## config.mk

```make
export PLATFORM = sky130hd
export DESIGN_NAME = player_motion_ctrl
export DESIGN_NICKNAME = d
export VERILOG_FILES = /design/src/rtl/player_motion_ctrl.sv
export SDC_FILE = /design/constraint.sdc
export NUM_CORES = 1
export LEC_CHECK = 0
export CELL_PAD_IN_SITES_DETAIL_PLACEMENT = 1
export CELL_PAD_IN_SITES_GLOBAL_PLACEMENT = 1
export CORE_MARGIN = 5
export CORE_UTILIZATION = 44
export CTS_BUF_LIST = sky130_fd_sc_hd__clkbuf_16
export CTS_CLUSTER_SIZE = 30
export DETAILED_ROUTE_END_ITERATION = 12
export PLACE_DENSITY_LB_ADDON = 0.08
export SYNTH_ARGS = -nofsm -noshare
export SYNTH_HDL_FRONTEND = slang
export SYNTH_SLANG_ARGS = --single-unit
```

## constraint.sdc

```tcl
create_clock -name clk -period 9.8 [get_ports clk]
set_input_delay 1.96 -clock clk [delete_from_list [all_inputs] [get_ports clk]]
set_output_delay 1.96 -clock clk [all_outputs]
set_load 0.01 [all_outputs]
```

## src/rtl/player_motion_ctrl.sv

```systemverilog
// Player motion controller: turns key levels into a wall- and edge-checked
// player position, one step per movement tick, with per-axis wall sliding.
module player_motion_ctrl #(
  parameter int TICK_CYCLES = 5_000_000,
  parameter int SIZE        = 20,
  parameter int STEP        = 1,
  parameter int CELL_W      = 80,
  parameter int CELL_H      = 60,
  parameter int X0          = 310,
  parameter int Y0          = 230
) (
  input  logic        clk,
  input  logic        rst,
  input  logic        enable,
  input  logic        left,
  input  logic        right,
  input  logic        up,
  input  logic        flip_vert,
  input  logic [0:63] grid_is_wall,
  output logic [9:0]  x_pos,
  output logic [9:0]  y_pos,
  output logic        update,
  output logic        blocked
);

  typedef enum logic [2:0] {
    S_WAIT,
    S_SAMPLE,
    S_CHK_X,
    S_CHK_Y,
    S_COMMIT
  } state_e;

  localparam int CW = $clog2(TICK_CYCLES + 1);
  localparam logic [CW-1:0] CNT_LAST = CW'(TICK_CYCLES - 1);
  localparam logic signed [10:0] XMAX = 11'(640 - SIZE);
  localparam logic signed [10:0] YMAX = 11'(480 - SIZE);
  localparam logic signed [10:0] STP = 11'(STEP);
  localparam logic [9:0] OFS = 10'(SIZE - 1);

  state_e state_q, state_d;
  logic [CW-1:0] cnt_q, cnt_d;
  logic [9:0] x_q, x_d;
  logic [9:0] y_q, y_d;
  logic upd_q, upd_d;
  logic blk_q, blk_d;
  logic mx_q, mx_d;
  logic xneg_q, xneg_d;
  logic my_q, my_d;
  logic yneg_q, yneg_d;
  logic [0:63] wall_q, wall_d;
  logic [1:0] ph_q, ph_d;
  logic rej_x_q, rej_x_d;
  logic rej_y_q, rej_y_d;

  logic signed [10:0] cx, cy;
  logic oob_x, oob_y;
  logic [9:0] base_x, base_y;
  logic [9:0] px, py;
  logic hit;

  // Column of a pixel x via a constant comparator ladder
  function automatic logic [2:0] col_of(input logic [9:0] p);
    logic [2:0] c;
    c = '0;
    for (int i = 1; i < 8; i++)
      if (p >= 10'(i * CELL_W)) c = 3'(i);
    return c;
  endfunction

  // Row of a pixel y via a constant comparator ladder
  function automatic logic [2:0] row_of(input logic [9:0] p);
    logic [2:0] r;
    r = '0;
    for (int i = 1; i < 8; i++)
      if (p >= 10'(i * CELL_H)) r = 3'(i);
    return r;
  endfunction

  // Candidate positions, bounds and the corner under test this cycle
  always_comb begin
    cx = xneg_q ? ($signed({1'b0, x_q}) - STP)
                : ($signed({1'b0, x_q}) + STP);
    cy = yneg_q ? ($signed({1'b0, y_q}) - STP)
                : ($signed({1'b0, y_q}) + STP);
    oob_x = (cx < 11'sd0) || (cx > XMAX);
    oob_y = (cy < 11'sd0) || (cy > YMAX);
    base_x = cx[9:0];
    base_y = y_q;
    if (state_q == S_CHK_Y) begin
      base_x = (mx_q && !rej_x_q) ? cx[9:0] : x_q;
      base_y = cy[9:0];
    end
    px = base_x + (ph_q[0] ? OFS : 10'd0);
    py = base_y + (ph_q[1] ? OFS : 10'd0);
    hit = wall_q[{row_of(py), col_of(px)}];
  end

  // Tick counter and move FSM next-state/outputs
  always_comb begin
    state_d = state_q;
    cnt_d   = cnt_q;
    x_d     = x_q;
    y_d     = y_q;
    upd_d   = 1'b0;
    blk_d   = blk_q;
    mx_d    = mx_q;
    xneg_d  = xneg_q;
    my_d    = my_q;
    yneg_d  = yneg_q;
    wall_d  = wall_q;
    ph_d    = ph_q;
    rej_x_d = rej_x_q;
    rej_y_d = rej_y_q;
    unique case (state_q)
      S_WAIT: begin
        if (!enable) begin
          cnt_d = '0;
        end else if (cnt_q == CNT_LAST) begin
          cnt_d   = '0;
          state_d = S_SAMPLE;
        end else begin
          cnt_d = cnt_q + CW'(1);
        end
      end
      S_SAMPLE: begin
        wall_d  = grid_is_wall;
        mx_d    = left ^ right;
        xneg_d  = left;
        my_d    = up;
        yneg_d  = !flip_vert;
        rej_x_d = 1'b0;
        rej_y_d = 1'b0;
        ph_d    = 2'd0;
        if (left ^ right) state_d = S_CHK_X;
        else if (up)      state_d = S_CHK_Y;
        else              state_d = S_WAIT;
      end
      S_CHK_X: begin
        rej_x_d = rej_x_q | oob_x | hit;
        ph_d    = ph_q + 2'd1;
        if (ph_q == 2'd3)
          state_d = my_q ? S_CHK_Y : S_COMMIT;
      end
      S_CHK_Y: begin
        rej_y_d = rej_y_q | oob_y | hit;
        ph_d    = ph_q + 2'd1;
        if (ph_q == 2'd3) state_d = S_COMMIT;
      end
      S_COMMIT: begin
        if (mx_q && !rej_x_q) x_d = cx[9:0];
        if (my_q && !rej_y_q) y_d = cy[9:0];
        upd_d   = 1'b1;
        blk_d   = (mx_q & rej_x_q) | (my_q & rej_y_q);
        state_d = S_WAIT;
      end
      default: state_d = S_WAIT;
    endcase
  end

  // State and datapath registers
  always_ff @(posedge clk or negedge rst) begin
    if (!rst) begin
      state_q <= S_WAIT;
      cnt_q   <= '0;
      x_q     <= 10'(X0);
      y_q     <= 10'(Y0);
      upd_q   <= 1'b0;
      blk_q   <= 1'b0;
      mx_q    <= 1'b0;
      xneg_q  <= 1'b0;
      my_q    <= 1'b0;
      yneg_q  <= 1'b0;
      wall_q  <= '0;
      ph_q    <= 2'd0;
      rej_x_q <= 1'b0;
      rej_y_q <= 1'b0;
    end else begin
      state_q <= state_d;
      cnt_q   <= cnt_d;
      x_q     <= x_d;
      y_q     <= y_d;
      upd_q   <= upd_d;
      blk_q   <= blk_d;
      mx_q    <= mx_d;
      xneg_q  <= xneg_d;
      my_q    <= my_d;
      yneg_q  <= yneg_d;
      wall_q  <= wall_d;
      ph_q    <= ph_d;
      rej_x_q <= rej_x_d;
      rej_y_q <= rej_y_d;
    end
  end

  assign x_pos   = x_q;
  assign y_pos   = y_q;
  assign update  = upd_q;
  assign blocked = blk_q;

endmodule

```

==> results of run 1 <==
-- state kept, by name (all words and copies together), names as in the netlist --
| name | cells |
|---|---|
| blocked | 1 |
| cnt_q | 23 |
| my_q | 1 |
| rej_x_q | 1 |
| update | 1 |
| rej_y_q | 1 |
| y_pos | 10 |
| mx_q | 1 |
| xneg_q | 1 |
| wall_q | 64 |
| state_q | 3 |
| yneg_q | 1 |
| x_pos | 10 |
| ph_q | 2 |
-- cell families after synthesis --
kind of cell | share of synthesized area, %
muxes | 15.3
and+or+nand+nor | 16.2
adders and majority gates | 5.34
AOI/OAI and AO/OA | 18.7
DFF | 37.4
buffers and inverters | 3.48
xor gates and xnor gates | 3.46
-- cell type report --
type	count	share of cell area, %
Timing Repair Buffer	96	9.79
Clock buffer	17	4.39
Tap cell	229	2.96
Inverter	23	0.892
Multi-Input combinational cell	639	49.2
Clock inverter	15	1.60
Sequential cell	120	31.1
-- Yosys cell counts (11+ instances only) --
| library cell | n |
|---|---|
| a21oi_1 | 33 |
| a31oi_1 | 14 |
| and3_1 | 13 |
| clkbuf_1 | 27 |
| dfrtp_1 | 110 |
| ha_1 | 28 |
| inv_1 | 23 |
| mux2_2 | 71 |
| mux2i_1 | 16 |
| nand2_1 | 90 |
| nand2b_1 | 11 |
| nand3_1 | 13 |
| nor2_1 | 46 |
| nor3_1 | 21 |
| o21ai_0 | 75 |
| xnor2_1 | 22 |
-- how the worst max path moves through the flow --
| stage | end | cells past startpoint | from |
|---|---|---|---|
| CTS | rej_y_q$_DFFE_PN0P_ | 20 | xneg_q$_DFFE_PN0P_ |
| global route | rej_y_q$_DFFE_PN0P_ | 20 | xneg_q$_DFFE_PN0P_ |
| finish | rej_y_q$_DFFE_PN0P_ | 20 | xneg_q$_DFFE_PN0P_ |
| detailed placement | rej_y_q$_DFFE_PN0P_ | 20 | xneg_q$_DFFE_PN0P_ |
| global placement | rej_y_q$_DFFE_PN0P_ | 20 | xneg_q$_DFFE_PN0P_ |
| floorplan | rej_y_q$_DFFE_PN0P_ | 21 | x_pos[1]$_DFFE_PN1P_ |
-- where the power goes --
part           total [W]  leakage (nW)  switching, W  internal (W)
clock network   0.000630         0.281      0.000271      0.000359
registers       0.000498          1.57    0.00000100      0.000497
logic          0.0000483          2.40     0.0000211     0.0000272
total            0.00118          4.25      0.000293      0.000883
-- per-layer routing --
metal	vias to the layer above	GRT usage (%)	routed length (um)
li1	3194	-	-
met1	3477	28.9	10800
met4	0	5.32	383
met3	33	4.49	777
met2	130	38.4	11800
met5	-	0	0
-- worst reg2reg max path, stage by stage, from the launching register on --
cell and delay, ns:
dfrtp_1 0.56, inv_1 0.16, fa_1 0.45, and2b_1 0.27, o21ai_0 0.09, nand2b_1 0.10
xnor2_1 0.15, o21ai_0 0.12, ha_1 0.37, nand2_1 0.12, o31ai_2 0.70, a21oi_1 0.18
o21ai_0 0.21, a32o_1 0.26, a21o_1 0.63, mux4_2 0.61, mux2i_1 0.18, nor3_1 0.08
a211o_1 0.30, o22ai_1 0.28, a41oi_1 0.17
-- stage by stage --
step           worst slack (ns)  instance area, um2  cells  power (W)  hold WS, ns
6_report                   3.66                9680   1139    0.00118        0.505
5_1_grt                    3.20                9680   1139    0.00121        0.523
4_1_cts                    3.71                9680   1139    0.00119        0.509
3_5_place_dp               3.76                9100   1107   0.000556        0.495
3_3_place_gp               4.07                9100   1107   0.000554        0.486
2_1_floorplan              4.60                8050    824   0.000512        0.464
==> impl_metrics.py, run 1 <==
metrics = {
    "outcome": {
        "status": "finished, final reports clean",
    },
    "floorplanning": {
        "core-area_mm2": 0.0180,
        "rows": 49,
        "num_io_pins": 93,
        "initial_utilization_pct": 44.8,
        "die_area_mm2": 0.0211,
        "die-width_um": 145,
        "dieHeight_um": 145,
    },
    "synth": {
        "yosys.area.top_type_share_pct": 34.2,
        "synthArstFlopShare_pct": 100,
        "synth_area_leader_cell": "dfrtp_1",
        "synth-warning-count": 0,
        "netlist_instances": 824,
        "yosysUniqueCellTypes": 90,
        "yosys_register_bits": 120,
        "syn_area_mm2": 0.00805,
        "synthesis.nets": 927,
        "ys_dominant_reg_cell": "dfrtp_1",
        "avgSynthCellArea_um2": 9.77,
        "seq_area_frac_synth_pct": 37.4,
        "synth-edff-count": 0,
        "synth.top_cells.by_area": "dfrtp_1 (34%), mux2_2 (9.9%), o21ai_0 (4.7%)",
    },
    "clock_tree": {
        "clockRootBuffer": "clkbuf_16",
        "numClockSinks": 120,
        "cts_resized": 0,
        "post-cts-setup-buffers": 0,
        "cts_hold_buf": 0,
        "clk_path_buf_depth": 2,
        "clkTransAtPathRegs_ns": 0.06,
        "cts_tree": "built",
        "cts_inserted_buffers": 17,
        "ctsHtreeMaxLevel": 4,
        "clk-insertion-delay-late_ns": 0.43,
    },
    "layout": {
        "drive_gt1_share_pct": 17.6,
        "layout_commonest_cell": "dfrtp_1",
        "fillerInstances": 2012,
        "layout_common_cells": "dfrtp_1 (110), clkdlybuf4s50_1 (91), nand2_1 (90)",
        "nNetsFinal": 1000,
        "multi_input_area_mm2": 0.00477,
        "seq_area_mm2": 0.00302,
        "post-route-util_pct": 53.9,
        "syn_to_final_growth_pct": 20.2,
        "diodes": 0,
    },
    "placed_design": {
        "port_buffers": 92,
        "dp_hpwl_um": 17100,
        "finalWeightedCongestion": 0.856,
    },
    "detailed_routing": {
        "first_pass_iters": 6,
        "drt_iter0_drc": 257,
        "wire_per_inst_um": 20.8,
        "viasPerCell": 6.00,
        "antenna_left": 0,
        "vias": 6834,
        "wirelength_um": 23700,
        "route.detailed.drc": 0,
    },
    "sta": {
        "max_slew_margin_pct": 40.3,
        "slew_violations": 0,
        "final.period_utilization_pct": 62.7,
        "tns_ns": 0,
        "max_slew.worst_pin.slew_ns": 0.895,
        "period_needed_ns": 6.14,
        "hold_violations": 0,
        "fin_skew_ns": 0.0103,
        "fmax_mhz": 163,
        "rsz0062_at_grt": "false",
        "finalSetupViolations": 0,
    },
    "global_routing": {
        "grt_pass1_vias": 7300,
        "grt_pass1_wl_um": 38900,
        "track_usage_pct": 22.3,
        "antenna_found_initial": 0,
        "grt_max_degree": 69,
        "gr-total-overflow": 0,
    },
    "critical_path": {
        "r2r_end": "rej_y_q$_DFFE_PN0P_",
        "critical_path_class": "reg2reg",
        "cp_slowest_cell": "o31ai_2",
        "critPathArrivalTime_ns": 6.41,
        "crit_fanout": 16,
        "crit_path_start_kind": "flip-flop",
        "required_ns": 10.07,
        "path_common_cell": "o21ai_0",
        "endpoint_kind": "flip-flop",
        "crit_chain": "inv_1, fa_1, and2b_1, o21ai_0, nand2b_1, xnor2_1, o21ai_0, ha_1, nand2_1, o31ai_2, a21oi_1, o21ai_0, a32o_1, a21o_1, mux4_2, mux2i_1, nor3_1, a211o_1, o22ai_1, a41oi_1",
        "cp_top_family": "compound AO/OA/AOI/OAI gates",
        "path_buf_inv": 1,
        "r2r_cells": 20,
        "r2r-start": "xneg_q$_DFFE_PN0P_",
        "regToRegSetupSlack_ns": 3.66,
        "max_stage_delay_ns": 0.70,
    },
    "hold_path": {
        "min_path_type": "reg2reg",
        "holdPathStages": 1,
        "holdCritStartpoint": "wall_q[6]$_DFFE_PN0P_",
        "min_to": "wall_q[6]$_DFFE_PN0P_",
    },
    "power_and_ir_drop": {
        "max-vdd-ir-drop_mv": 0.126,
        "p_leak_nw": 4.25,
        "power_density_mw_per_mm2": 121,
    },
    "flow_run": {
        "max_cap_violations": 0,
    },
}
(Power assumes the default switching activity.)
==> run 2, diff against run 1 <==
- clock period: 9.8 -> 5.75 ns (I/O delays scaled with it)
==> run 2 against run 1 <==
Against the previous run:
- worst hold slack gained 0.0010 ns
- maximum frequency grew 12%
- die area is the same
- critical endpoint unchanged
- sequential power grew 70%
- clock-buffer cell count is the same
- register-to-register slack lost 3.4 ns
- sequential share of layout area shrank 0.57 points
- combinational power grew 71%
- global-route usage grew 0.70 points
==> impl_metrics.py, run 2 (same netlist as run 1, synthesis figures left out) <==
metrics = {
    "layout": {
        "diodes": 0,
        "top_regs": "wall_q: 64 flops, cnt_q: 23 flops",
        "stdcell_count": 1155,
        "layout_common_cells": "dfrtp_1 (110), clkdlybuf4s50_1 (91), nand2_1 (90)",
        "fillerInstances": 1994,
        "layout_commonest_cell": "dfrtp_1",
        "fin_area_mm2": 0.00986,
        "largest_register_ffs": 64,
        "multi_input_area_mm2": 0.00480,
        "nNetsFinal": 1016,
        "syn_to_final_growth_pct": 22.5,
        "seq_area_mm2": 0.00302,
        "largest-register": "wall_q",
        "drive_gt1_share_pct": 19.5,
    },
    "power_and_ir_drop": {
        "p_leak_nw": 4.35,
        "p_sw_share_pct": 25.4,
        "power_w": 0.00203,
        "seq_power_share_pct": 41.7,
        "comb_power_share_pct": 4.1,
        "max-vdd-ir-drop_mv": 0.199,
        "pwr-share-clk_pct": 54.2,
        "power_switching_w": 0.000516,
        "power_density_mw_per_mm2": 206,
        "p_int_w": 0.00152,
    },
    "detailed_routing": {
        "vias": 6911,
        "first_pass_iters": 4,
        "viasPerCell": 5.98,
        "wirelength_um": 24100,
        "wire_per_inst_um": 20.9,
        "antenna_left": 0,
        "drt_iter0_drc": 332,
        "route.detailed.drc": 0,
    },
    "global_routing": {
        "antenna_found_initial": 0,
        "use_met2_pct": 39.1,
        "use_met3_pct": 4.18,
        "track_usage_pct": 23.0,
        "grt_max_degree": 62,
        "top_usage_layer": "met2",
        "grt_pass1_wl_um": 40100,
        "use_met1_pct": 29.7,
        "grt_pass1_vias": 7505,
        "gr-total-overflow": 0,
    },
    "flow_run": {
        "max_cap_violations": 0,
    },
    "sta": {
        "period_needed_ns": 5.49,
        "fmax_mhz": 182,
        "max_slew.worst_pin.slew_ns": 1.14,
        "fin_skew_ns": 0.00943,
        "final.period_utilization_pct": 95.5,
        "hold_violations": 0,
        "slew_violations": 0,
        "finalSetupViolations": 0,
        "max_slew_margin_pct": 24.0,
    },
    "critical_path": {
        "critical_path_class": "reg2reg",
        "crit_path_start_kind": "flip-flop",
        "required_ns": 6.02,
        "cp_slowest_cell": "dfstp_2",
        "endpoint_kind": "flip-flop",
        "crit_chain": "inv_1, fa_2, and2b_2, o21ai_0, nand2b_1, xnor2_1, o21ai_0, ha_1, nand2_1, or3_1, o311ai_4, and4b_1, o21a_1, a311o_1, a211oi_4, mux4_2, or3_1, o31ai_1, o31ai_2, o22ai_2, a41oi_1",
        "max_stage_delay_ns": 0.57,
        "critPathArrivalTime_ns": 5.76,
        "cp_top_family": "compound AO/OA/AOI/OAI gates",
        "crit_fanout": 8,
        "path_buf_inv": 1,
    },
    "floorplanning": {
        "die_area_mm2": 0.0211,
        "die-width_um": 145,
        "core-area_mm2": 0.0180,
        "initial_utilization_pct": 44.8,
        "dieHeight_um": 145,
        "rows": 49,
        "num_io_pins": 93,
    },
    "clock_tree": {
        "ctsHtreeMaxLevel": 4,
        "numClockSinks": 120,
        "clockRootBuffer": "clkbuf_16",
        "clk_path_buf_depth": 2,
        "clkTransAtPathRegs_ns": 0.06,
        "cts_inserted_buffers": 17,
        "cts_tree": "built",
        "clk-insertion-delay-late_ns": 0.42,
    },
    "outcome": {
        "status": "finished, final reports clean",
    },
    "placed_design": {
        "port_buffers": 92,
        "dp.cells": 1116,
        "finalWeightedCongestion": 0.884,
        "dp_hpwl_um": 17300,
        "dpl-instance-area_mm2": 0.00917,
    },
    "hold_path": {
        "min_path_type": "reg2reg",
    },
}
-- run 2: changes by cell type in the layout (fill, tap and decap cells not counted), moves of 2 or more --
cell | before | now
buf_4 | 5 | 21
clkinv_8 | 0 | 3
inv_6 | 8 | 4
inv_8 | 2 | 4
-- run 2: cell type report --
cell class / count / share of cell area [%]
clock buffer: 17 / 4.31
clock inverter: 15 / 1.85
inverter: 23 / 0.875
multi-input combinational: 639 / 48.7
sequential: 120 / 30.6
tap: 229 / 2.90
timing repair buffer: 112 / 10.8
-- run 2: power by group through the flow --
stage | registers, W | clock network (W) | logic, W
global route | 0.000847 | 0.00116 | 0.0000900
global placement | 0.000863 | 0 | 0.0000815
finish | 0.000848 | 0.00110 | 0.0000827
detailed placement | 0.000863 | 0 | 0.0000841
CTS | 0.000847 | 0.00112 | 0.0000847
floorplan | 0.000863 | 0 | 0.0000101
-- run 2: layer usage --
metal,share of wire (%),vias up
li1,-,3233
met1,44,3487
met2,50,150
met3,3.2,41
met4,2.2,0
met5,0,-
-- run 2: path summary, 6_finish.rpt --
path                                         from                     end  slack, ns  depth (start not counted)
setup reg to reg             x_pos[1]$_DFFE_PN1P_     rej_y_q$_DFFE_PN0P_       0.26                         21
max in group asynchronous                     rst  wall_q[56]$_DFFE_PN0P_       3.68                          2
setup / recovery             x_pos[1]$_DFFE_PN1P_     rej_y_q$_DFFE_PN0P_       0.26                         21
min in group asynchronous                     rst    x_pos[0]$_DFFE_PN0P_       0.79                          1
hold reg to reg            wall_q[10]$_DFFE_PN0P_  wall_q[10]$_DFFE_PN0P_       0.51                          1
hold / removal             wall_q[10]$_DFFE_PN0P_  wall_q[10]$_DFFE_PN0P_       0.51                          1
-- run 2: per-stage QoR --
stage | setup WS [ns] | setup TNS (ns) | hold slack, ns | utilization [%]
final | 0.259 | 0 | 0.506 | 54.9
after global routing | -0.00592 | -0.00592 | 0.518 | 54.9
after CTS | 0.00173 | 0 | 0.506 | 54.5
after detailed placement | 0.00881 | 0 | 0.491 | 51.0
after global placement | 0.147 | 0 | 0.487 | 51.0
after floorplan | 0.554 | 0 | 0.464 | -
-- run 2: timing repair --
item / in CTS / in global routing
resized for setup: 1 / 6
buffers inserted: 0 / 7
hold buffers: 0 / 0
pin swaps: 1 / 3
setup endpoints to repair: 2 / 2
-- run 2: worst reg2reg max path, cell delays in order (launching register included) --
cell	delay (ns)
dfstp_2	0.57
inv_1	0.07
fa_2	0.39
and2b_2	0.26
o21ai_0	0.07
nand2b_1	0.10
xnor2_1	0.15
o21ai_0	0.13
ha_1	0.36
nand2_1	0.13
or3_1	0.41
o311ai_4	0.14
and4b_1	0.27
o21a_1	0.19
a311o_1	0.34
a211oi_4	0.38
mux4_2	0.56
or3_1	0.31
o31ai_1	0.10
o31ai_2	0.10
o22ai_2	0.18
a41oi_1	0.13
==> edit (settings of run 2) <==
Remove the register `upd_q`: a continuous assignment takes its place, so the output `update` follows one clock earlier.
--- a/src/rtl/player_motion_ctrl.sv
+++ b/src/rtl/player_motion_ctrl.sv
@@ -165,7 +165,6 @@
       cnt_q   <= '0;
       x_q     <= 10'(X0);
       y_q     <= 10'(Y0);
-      upd_q   <= 1'b0;
       blk_q   <= 1'b0;
       mx_q    <= 1'b0;
       xneg_q  <= 1'b0;
@@ -180,7 +179,6 @@
       cnt_q   <= cnt_d;
       x_q     <= x_d;
       y_q     <= y_d;
-      upd_q   <= upd_d;
       blk_q   <= blk_d;
       mx_q    <= mx_d;
       xneg_q  <= xneg_d;
@@ -193,6 +191,8 @@
     end
   end
 
+  assign upd_q = upd_d;
+
   assign x_pos   = x_q;
   assign y_pos   = y_q;
   assign update  = upd_q;
Behaviour: same outputs for any inputs over 10 cycles, from zero or initial values and one cycle with rst low; that may be too few to reach the edited logic, so the function may still have changed.
==> edit against run 2 <==
Via count fell by 1.3%; worst setup slack worse by 0.015 ns; sequential cell count fell by 1; cell area decreased by 0.46%; first-iteration DRC count increased by 4.5%; area after synthesis is 0.31% lower; total power about the same; routed wire length decreased by 2.4%; largest cell class unchanged.
==> edit: results (changes against run 2) <==
Timing
  – Clock skew: 0.0132 ns (+0.00381 ns)
  – Max-slew headroom at the worst pin: 28.3% (+4.3 points)
  – Fmax: 0.182 GHz (-0.27%)

Finish
  – Clock-cell share: 6.13% (-0.035 points)
  – Area of the multi-input gates: 0.00480 mm2 (about the same)
  – Buffering overhead: 10.7% (-0.10 points)
  – Buffers, non-clock: 110 (-1.8%)
  – Diodes inserted: 0 (unchanged)
  – Final design utilization: 54.7% (-0.25 points)
  – Fillers: 2,000 (+0.30%)
  – Seq area share: 30.5% (-0.11 points)
  – Share of cells above drive strength 1: 19.4% (-0.15 points)
  – Final net count: 1,013 (-0.30%)

Detailed routing
  – Met3 WL: 756 um (-1.2%)
  – 1st-iter DRT viols: 347 (+4.5%)
  – Final wirelength: 23,500 um (-2.4%)
  – Met2 wire len: 11,900 um (-1.9%)
  – Drt wl/cell: 20.4 um (-2.2%)
  – Via total after detailed routing: 6,819 (-1.3%)
  – M1 wire length: 10,600 um (-0.90%)

Synthesis
  – Post-synth net total: 926 (-0.11%)
  – Synth Area in Compound Gates: 18.8% (+0.058 points)
  – Top post-synthesis cells by area: dfrtp_1 (34%), mux2_2 (10%), o21ai_0 (4.7%), ha_1 (4.4%), nand2_1 (4.2%)
  – Synth Area in XOR/XNOR: 3.48% (+0.011 points)
  – Syn_area_per_cell: 9.76 um2 (-0.19%)
  – Top FF cell, synth: dfrtp_1
  – Sequential area share after synthesis: 37.2% (-0.19 points)
  – Post-synth cell types: 90 (unchanged)
  – Adder-cell area share of the yosys netlist: 5.36% (+0.017 points)
  – Synth top area share: 34.0% (-0.21 points)
  – Multiplexer share of the synthesized area: 15.4% (+0.048 points)

Power and ir drop
  – Total power: 2030 uW (about the same)
  – Leakage power: 0.00433 uW (-0.55%)
  – Switching share of power: 22.8% (-2.6 points)
  – Combinational gate power: 82.4 uW (about the same)
  – Maximum vdd drop: 0.000190 V (-4.8%)

Placed design
  – Detail Placement HPWL: 17,600 um (+1.6%)
  – Gpl congestion: 0.874 (-1.1%)
  – DP Cell Count: 1,115 (-0.090%)
  – Dpl cell area: 0.00915 mm2 (-0.27%)
  – Post-Place Setup Slack: 0.0178 ns (+0.00902 ns)

Global route
  – First-pass GRT wire length: 39,300 um (-2.1%)
  – Met3 Track Usage GR: 4.33% (+0.16 points)
  – GR Util met2: 38.2% (-0.92 points)
  – Largest net degree at the start of global routing: 61 (-1.6%)
  – Met1 GRT Util: 29.5% (-0.21 points)
  – Number of global-route vias before repair: 7,363 (-1.9%)
  – GRT Total Usage: 22.4% (-0.62 points)

Status
  – Status: completed

Clock network
  – Sink Count: 119 (-0.83%)

Die
  – Die width: 145 um (-0.14%)

Critical path
  – Crit Path Max Fanout: 9 (+1)
  – Worst Path Arrival: 5.77 ns (about the same)
-- edit: cell count changes in the layout (fill, tap and decap cells not counted), sizes merged --
cell / run 2 / this run
inv: 31 / 27
buf: 21 / 19
bufinv: 1 / 3
clkinv: 4 / 6
dfrtp: 110 / 109
-- edit: worst min path at each step --
stage,startpoint,slack [ns],end,cells past startpoint
after floorplan,cnt_q[19]$_DFFE_PN0P_,0.46,cnt_q[19]$_DFFE_PN0P_,1
after global placement,wall_q[24]$_DFFE_PN0P_,0.49,wall_q[24]$_DFFE_PN0P_,1
after detailed placement,wall_q[61]$_DFFE_PN0P_,0.49,wall_q[61]$_DFFE_PN0P_,1
after CTS,wall_q[61]$_DFFE_PN0P_,0.51,wall_q[61]$_DFFE_PN0P_,1
after global routing,wall_q[61]$_DFFE_PN0P_,0.52,wall_q[61]$_DFFE_PN0P_,1
final,wall_q[61]$_DFFE_PN0P_,0.50,wall_q[61]$_DFFE_PN0P_,1
